File: src/rtl/alarm_bank.sv
// rtl/alarm_bank.sv - multi-channel hour/minute alarm controller with snooze, timeout and missed log
//
// Ports:
//   count          clock, all state updates on the rising edge
//   reset_in_n     asynchronous active-low reset
//   tick_min       one-cycle strobe marking a new minute on input_hours/input_minutes
//   input_hours    current hours, 0..23
//   input_minutes  current minutes, 0..59
//   wr_en          write one alarm channel (wr_idx, wr_hours, wr_minutes, wr_arm)
//   ring_stop      dismiss the current event
//   snooze_req     snooze the current event
//   missed_clr     clear the missed log
//   ring           alarm is sounding
//   snoozed        current event is waiting out a snooze
//   active_idx     channel owning the current event
//   snooze_left    minute ticks left in the snooze, 0 when not snoozed
//   armed          per-channel arm bits
//   missed         sticky per-channel missed/timed-out flags
//   wr_err         one-cycle pulse after a rejected write
module alarm_bank #(
  parameter int NUM_ALARMS   = 4,
  parameter int SNOOZE_MIN   = 5,
  parameter int MAX_SNOOZE   = 3,
  parameter int RING_TIMEOUT = 10,
  localparam int IDX_W = (NUM_ALARMS > 1) ? $clog2(NUM_ALARMS) : 1
) (
  input  logic                  count,
  input  logic                  reset_in_n,
  input  logic                  tick_min,
  input  logic [5:0]            input_hours,
  input  logic [5:0]            input_minutes,
  input  logic                  wr_en,
  input  logic [IDX_W-1:0]      wr_idx,
  input  logic [5:0]            wr_hours,
  input  logic [5:0]            wr_minutes,
  input  logic                  wr_arm,
  input  logic                  ring_stop,
  input  logic                  snooze_req,
  input  logic                  missed_clr,
  output logic                  ring,
  output logic                  snoozed,
  output logic [IDX_W-1:0]      active_idx,
  output logic [7:0]            snooze_left,
  output logic [NUM_ALARMS-1:0] armed,
  output logic [NUM_ALARMS-1:0] missed,
  output logic                  wr_err
);

  localparam logic [7:0] SNOOZE_LEN   = 8'(SNOOZE_MIN);
  localparam logic [3:0] SNOOZE_LIMIT = 4'(MAX_SNOOZE);
  localparam logic [7:0] TIMEOUT_LAST = 8'(RING_TIMEOUT - 1);

  typedef enum logic [1:0] {
    ST_IDLE,
    ST_RINGING,
    ST_SNOOZED
  } state_t;

  state_t state, state_nx;

  // Alarm time per channel packed as {hours, minutes}, same layout as the time inputs.
  logic [11:0] alarm_time [NUM_ALARMS];

  logic [3:0]            snooze_uses, uses_nx;
  logic [7:0]            ring_ticks, ticks_nx;
  logic [7:0]            left_nx;
  logic [IDX_W-1:0]      idx_nx;
  logic [NUM_ALARMS-1:0] hit;
  logic [NUM_ALARMS-1:0] first_oh;
  logic [IDX_W-1:0]      first_idx;
  logic [NUM_ALARMS-1:0] miss_set;
  logic [NUM_ALARMS-1:0] missed_nx;
  logic                  idx_ok;
  logic                  wr_ok;
  logic                  cancel;

  assign idx_ok = (32'(wr_idx) < 32'(NUM_ALARMS));
  assign wr_ok  = wr_en && (wr_hours <= 6'd23) && (wr_minutes <= 6'd59) && idx_ok;

  // Disarming the owning channel ends the event quietly, whatever else happens that cycle.
  assign cancel = wr_ok && !wr_arm && (wr_idx == active_idx) && (state != ST_IDLE);

  // Matches use the stored contents, so a same-cycle write only affects later ticks.
  always_comb begin
    hit = '0;
    for (int i = 0; i < NUM_ALARMS; i++) begin
      hit[i] = tick_min && armed[i] && (alarm_time[i] == {input_hours, input_minutes});
    end
  end

  // Lowest-index hit wins ownership of a new event.
  always_comb begin
    first_idx = '0;
    first_oh  = '0;
    for (int i = NUM_ALARMS - 1; i >= 0; i--) begin
      if (hit[i]) begin
        first_idx   = IDX_W'(i);
        first_oh    = '0;
        first_oh[i] = 1'b1;
      end
    end
  end

  always_comb begin
    state_nx = state;
    idx_nx   = active_idx;
    uses_nx  = snooze_uses;
    ticks_nx = ring_ticks;
    left_nx  = snooze_left;
    miss_set = '0;

    case (state)
      ST_IDLE: begin
        if (|hit) begin
          state_nx = ST_RINGING;
          idx_nx   = first_idx;
          uses_nx  = '0;
          ticks_nx = '0;
          miss_set = hit & ~first_oh;
        end
      end

      ST_RINGING: begin
        miss_set = hit;
        if (cancel || ring_stop) begin
          state_nx = ST_IDLE;
        end else if (snooze_req) begin
          if (snooze_uses < SNOOZE_LIMIT) begin
            state_nx = ST_SNOOZED;
            left_nx  = SNOOZE_LEN;
            uses_nx  = snooze_uses + 4'd1;
          end else begin
            state_nx = ST_IDLE;
          end
        end else if (tick_min) begin
          if (ring_ticks == TIMEOUT_LAST) begin
            state_nx             = ST_IDLE;
            miss_set[active_idx] = 1'b1;
          end else begin
            ticks_nx = ring_ticks + 8'd1;
          end
        end
      end

      ST_SNOOZED: begin
        miss_set = hit;
        if (cancel || ring_stop) begin
          state_nx = ST_IDLE;
        end else if (tick_min) begin
          if (snooze_left == 8'd1) begin
            state_nx = ST_RINGING;
            ticks_nx = '0;
          end else begin
            left_nx = snooze_left - 8'd1;
          end
        end
      end

      default: begin
        state_nx = ST_IDLE;
      end
    endcase

    if (state_nx != ST_SNOOZED) begin
      left_nx = '0;
    end

    // A fresh miss in the same cycle outranks the clear.
    missed_nx = (missed & ~{NUM_ALARMS{missed_clr}}) | miss_set;
  end

  always_ff @(posedge count or negedge reset_in_n) begin
    if (!reset_in_n) begin
      state       <= ST_IDLE;
      active_idx  <= '0;
      snooze_uses <= '0;
      ring_ticks  <= '0;
      snooze_left <= '0;
      ring        <= 1'b0;
      snoozed     <= 1'b0;
      missed      <= '0;
      wr_err      <= 1'b0;
      armed       <= '0;
      for (int i = 0; i < NUM_ALARMS; i++) begin
        alarm_time[i] <= '0;
      end
    end else begin
      state       <= state_nx;
      active_idx  <= idx_nx;
      snooze_uses <= uses_nx;
      ring_ticks  <= ticks_nx;
      snooze_left <= left_nx;
      ring        <= (state_nx == ST_RINGING);
      snoozed     <= (state_nx == ST_SNOOZED);
      missed      <= missed_nx;
      wr_err      <= wr_en && !wr_ok;
      if (wr_ok) begin
        alarm_time[wr_idx] <= {wr_hours, wr_minutes};
        armed[wr_idx]      <= wr_arm;
      end
    end
  end

endmodule

File: config.mk
export PLATFORM = sky130hd
export DESIGN_NAME = alarm_bank
export DESIGN_NICKNAME = d
export VERILOG_FILES = /design/src/rtl/alarm_bank.sv
export SDC_FILE = /design/constraint.sdc
export NUM_CORES = 1
export LEC_CHECK = 0
export ABC_AREA = 1
export CORE_UTILIZATION = 55
export CTS_BUF_LIST = sky130_fd_sc_hd__clkbuf_16
export CTS_CLUSTER_DIAMETER = 50
export DETAILED_ROUTE_END_ITERATION = 7
export PLACE_DENSITY = 0.8
export SYNTH_ARGS = -nofsm -noshare
export SYNTH_HDL_FRONTEND = slang
export SYNTH_SLANG_ARGS = --single-unit
File: constraint.sdc
create_clock -name count -period 2.8 [get_ports count]
set_input_delay 0.56 -clock count [delete_from_list [all_inputs] [get_ports count]]
set_output_delay 0.56 -clock count [all_outputs]
set_load 0.02 [all_outputs]
==> out/metrics.csv <==
metric,value,unit
Resize count post-CTS,0,
Pleak,0.00317,µW
CTS root buf,clkbuf_16,
slowest CP cell,clkdlybuf4s50_1,
initial antenna violation count,0,
worst vdd ir,0.355,mV
largest net degree at the start of global routing,84,
ant diodes,0,
area grow syn2layout,19.3,%
WP data required,3.03,ns
"Net Count, Synth",770,
vias in the first global route,4680,
Max clock buf depth,2,
Non-Filler Instances,906,
RSZ-0062 raised after global routing,no,
logic gate share of total power,20.4,%
sequential share of power,44.8,%
total setup buffers inserted after CTS,0,
DRC Markers,0,
initial drt markers,431,
Netlist cell types,33,
number of synthesized flops with an enable pin,0,
gpl congestion,1.12,
hold slack,0.411,ns
max incr delay on CP,0.71,ns
clock power share,34.8,%
YS warnings,0,
H-tree depth,3,
Final #Nets,832,
Rows,34,
critical path cell sequence,"clkdlybuf4s50_1, nand2_1, inv_2, nand2_1, nor2_1, nand2_1, nor2_1, nand2_2, nand2_2, nor2_4, nand2_4, nand3_1, nand2_1, inv_1",
vias,4993,
CP Capture Type,flop,
fmax,0.419,GHz
outcome,"finished, final reports clean",
Sw Ratio,31.3,%
DP Wirelength,10600,µm
clock latency on the worst-skew pair,0.34,ns
"commonest non-fill, non-tap cell in the layout",nand2_1,
die area,9490,µm²
Die Ht,97.4,µm
TritonCTS Buffers,9,
WL/cell,15.6,µm
"Max FO, Critical Path",12,
Vias/cell,5.51,
slew margin rel.,30.2,%
Syn Inst Count,731,
CP startpoint kind,input port,
Cell Int Power,2290,µW
crit-path most repeated cell,nand2_1,
I/O pins,55,
hold_buf cts,0,
final slew viol count,0,
clock sinks,83,
Post-synth ARST share,100,%
Least-Margin Pin Slew,1.05,ns
register area share after synthesis,41.5,%
Main synth FF type,dfrtp_1,
Clock Skew,0.00803,ns
final wirelength,14200,µm
cell count after placement,890,
DR pass1 iterations,5,
first-pass GRT wire length,23300,µm
core area,8760,µm²
"Worst Path Class, Setup",input port to flop,
mean area per synthesized cell,6.85,µm²
Setup TNS,0,ns
Max-Cap Viols,0,
worst hold path class,input port to async pin,
crit share post-route,85.2,%
global route overflow,0,
die extent in x,97.4,µm
crit path time final,2.39,ns
I/O Buffers,54,
# setup viols final,0,
"commonest cells after routing, fill and taps aside","nand2_1, inv_1, dfrtp_1, nor2_1, o21ai_0",
Cell Pwr Density,559,nW/µm²
Critical Path AT,2.61,ns
synthesized area,5010,µm²
GRT Util Overall,31.3,%
ratio of cells with drive above 1 in the final layout,7.89,%
"Clk pin slew, worst setup/hold paths",0.06,ns
Starting Density,57.1,%
P_sw,1050,µW
final hold vios,0,
ANT nets after route,0,
CTS tree,done,
Seq cells post-synth,83,
[area by class of cell]
cell class	count	area [µm²]
clock buffer	9	225
multi-input combinational	526	2460
inverter	112	420
fill	789	2790
timing repair buffer	61	591
sequential	83	2080
tap	108	135
clock inverter	7	61.3
[routing by layer]
| layer | share of wire, % | routed length [µm] | vias to the layer above | global-route usage (%) |
|---|---|---|---|---|
| met3 | 8.7 | 1230 | 30 | 5.61 |
| met1 | 46 | 6560 | 2295 | 45.6 |
| met5 | 0 | 0 | - | 0 |
| li1 | - | - | 2414 | - |
| met4 | 2.7 | 381 | 0 | 12.7 |
| met2 | 42 | 5990 | 254 | 46.2 |
[through the flow]
| stage | power, µW | instance area, µm² | worst slack (ns) | util (%) |
|---|---|---|---|---|
| after floorplan | 1890 | 5010 | 1.06 | - |
| after global placement | 2160 | 5690 | 0.124 | 64.9 |
| after detailed placement | 2180 | 5690 | 0.0794 | 64.9 |
| after CTS | 3330 | 5970 | 0.422 | 68.2 |
| after global routing | 3500 | 5970 | 0.267 | 68.2 |
| final | 3340 | 5970 | 0.414 | 68.2 |
[sequential cells by signal (all words and copies together), names as in the netlist]
signal       count
state            2
ring             1
armed            4
snooze_left      8
snoozed          1
active_idx       2
ring_ticks       8
wr_err           1
snooze_uses      4
missed           4
alarm_time      48
[kinds of logic after synthesis]
logic type / share of synthesized area [%]
xor gates and xnor gates: 2.97
and+or+nand+nor: 36.8
AOI/OAI and AO/OA: 8.22
adders and majority gates: 1.25
buffers and inverters: 9.32
DFF: 41.5
[cell usage after synthesis, types with 5 or more instances]
library cell,count,share of area [%]
a21oi_1,8,0.80
clkbuf_1,8,0.60
dfrtp_1,83,41
ha_1,5,1.2
inv_1,92,6.9
inv_2,20,1.5
nand2_1,251,19
nand2_2,6,0.75
nand3_1,46,4.6
nand4_1,17,2.1
nor2_1,68,5.1
nor3_1,10,1.0
o21ai_0,60,6.0
o21ai_1,5,0.50
xnor2_1,8,1.4
xor2_1,9,1.6
[critical path, delay by kind of cell]
kind	cells	cell delay, ns
and+or+nand+nor	11	1.23
buffers and inverters	3	0.83
[power groups by stage]
stage	combinational, µW	sequential [µW]	clock (µW)
global placement	649	1510	0
global route	767	1520	1220
finish	681	1500	1160
detailed placement	664	1520	0
CTS	668	1490	1170
floorplan	408	1480	0
[final timing paths]
path                                  endpoint  slack [ns]      startpoint  cells past startpoint
worst max-delay path            snooze_uses[2]        0.41        tick_min                     14
worst min-delay path            alarm_time[37]        0.41      reset_in_n                      1
worst max register to register  snooze_uses[2]        0.90  alarm_time[22]                     10
worst min register to register       missed[2]        0.49       missed[2]                      2
max in group asynchronous       snooze_left[0]        1.71      reset_in_n                      1
min in group count                   missed[2]        0.49       missed[2]                      2
No activity file was read; power rests on OpenSTA's default activity.
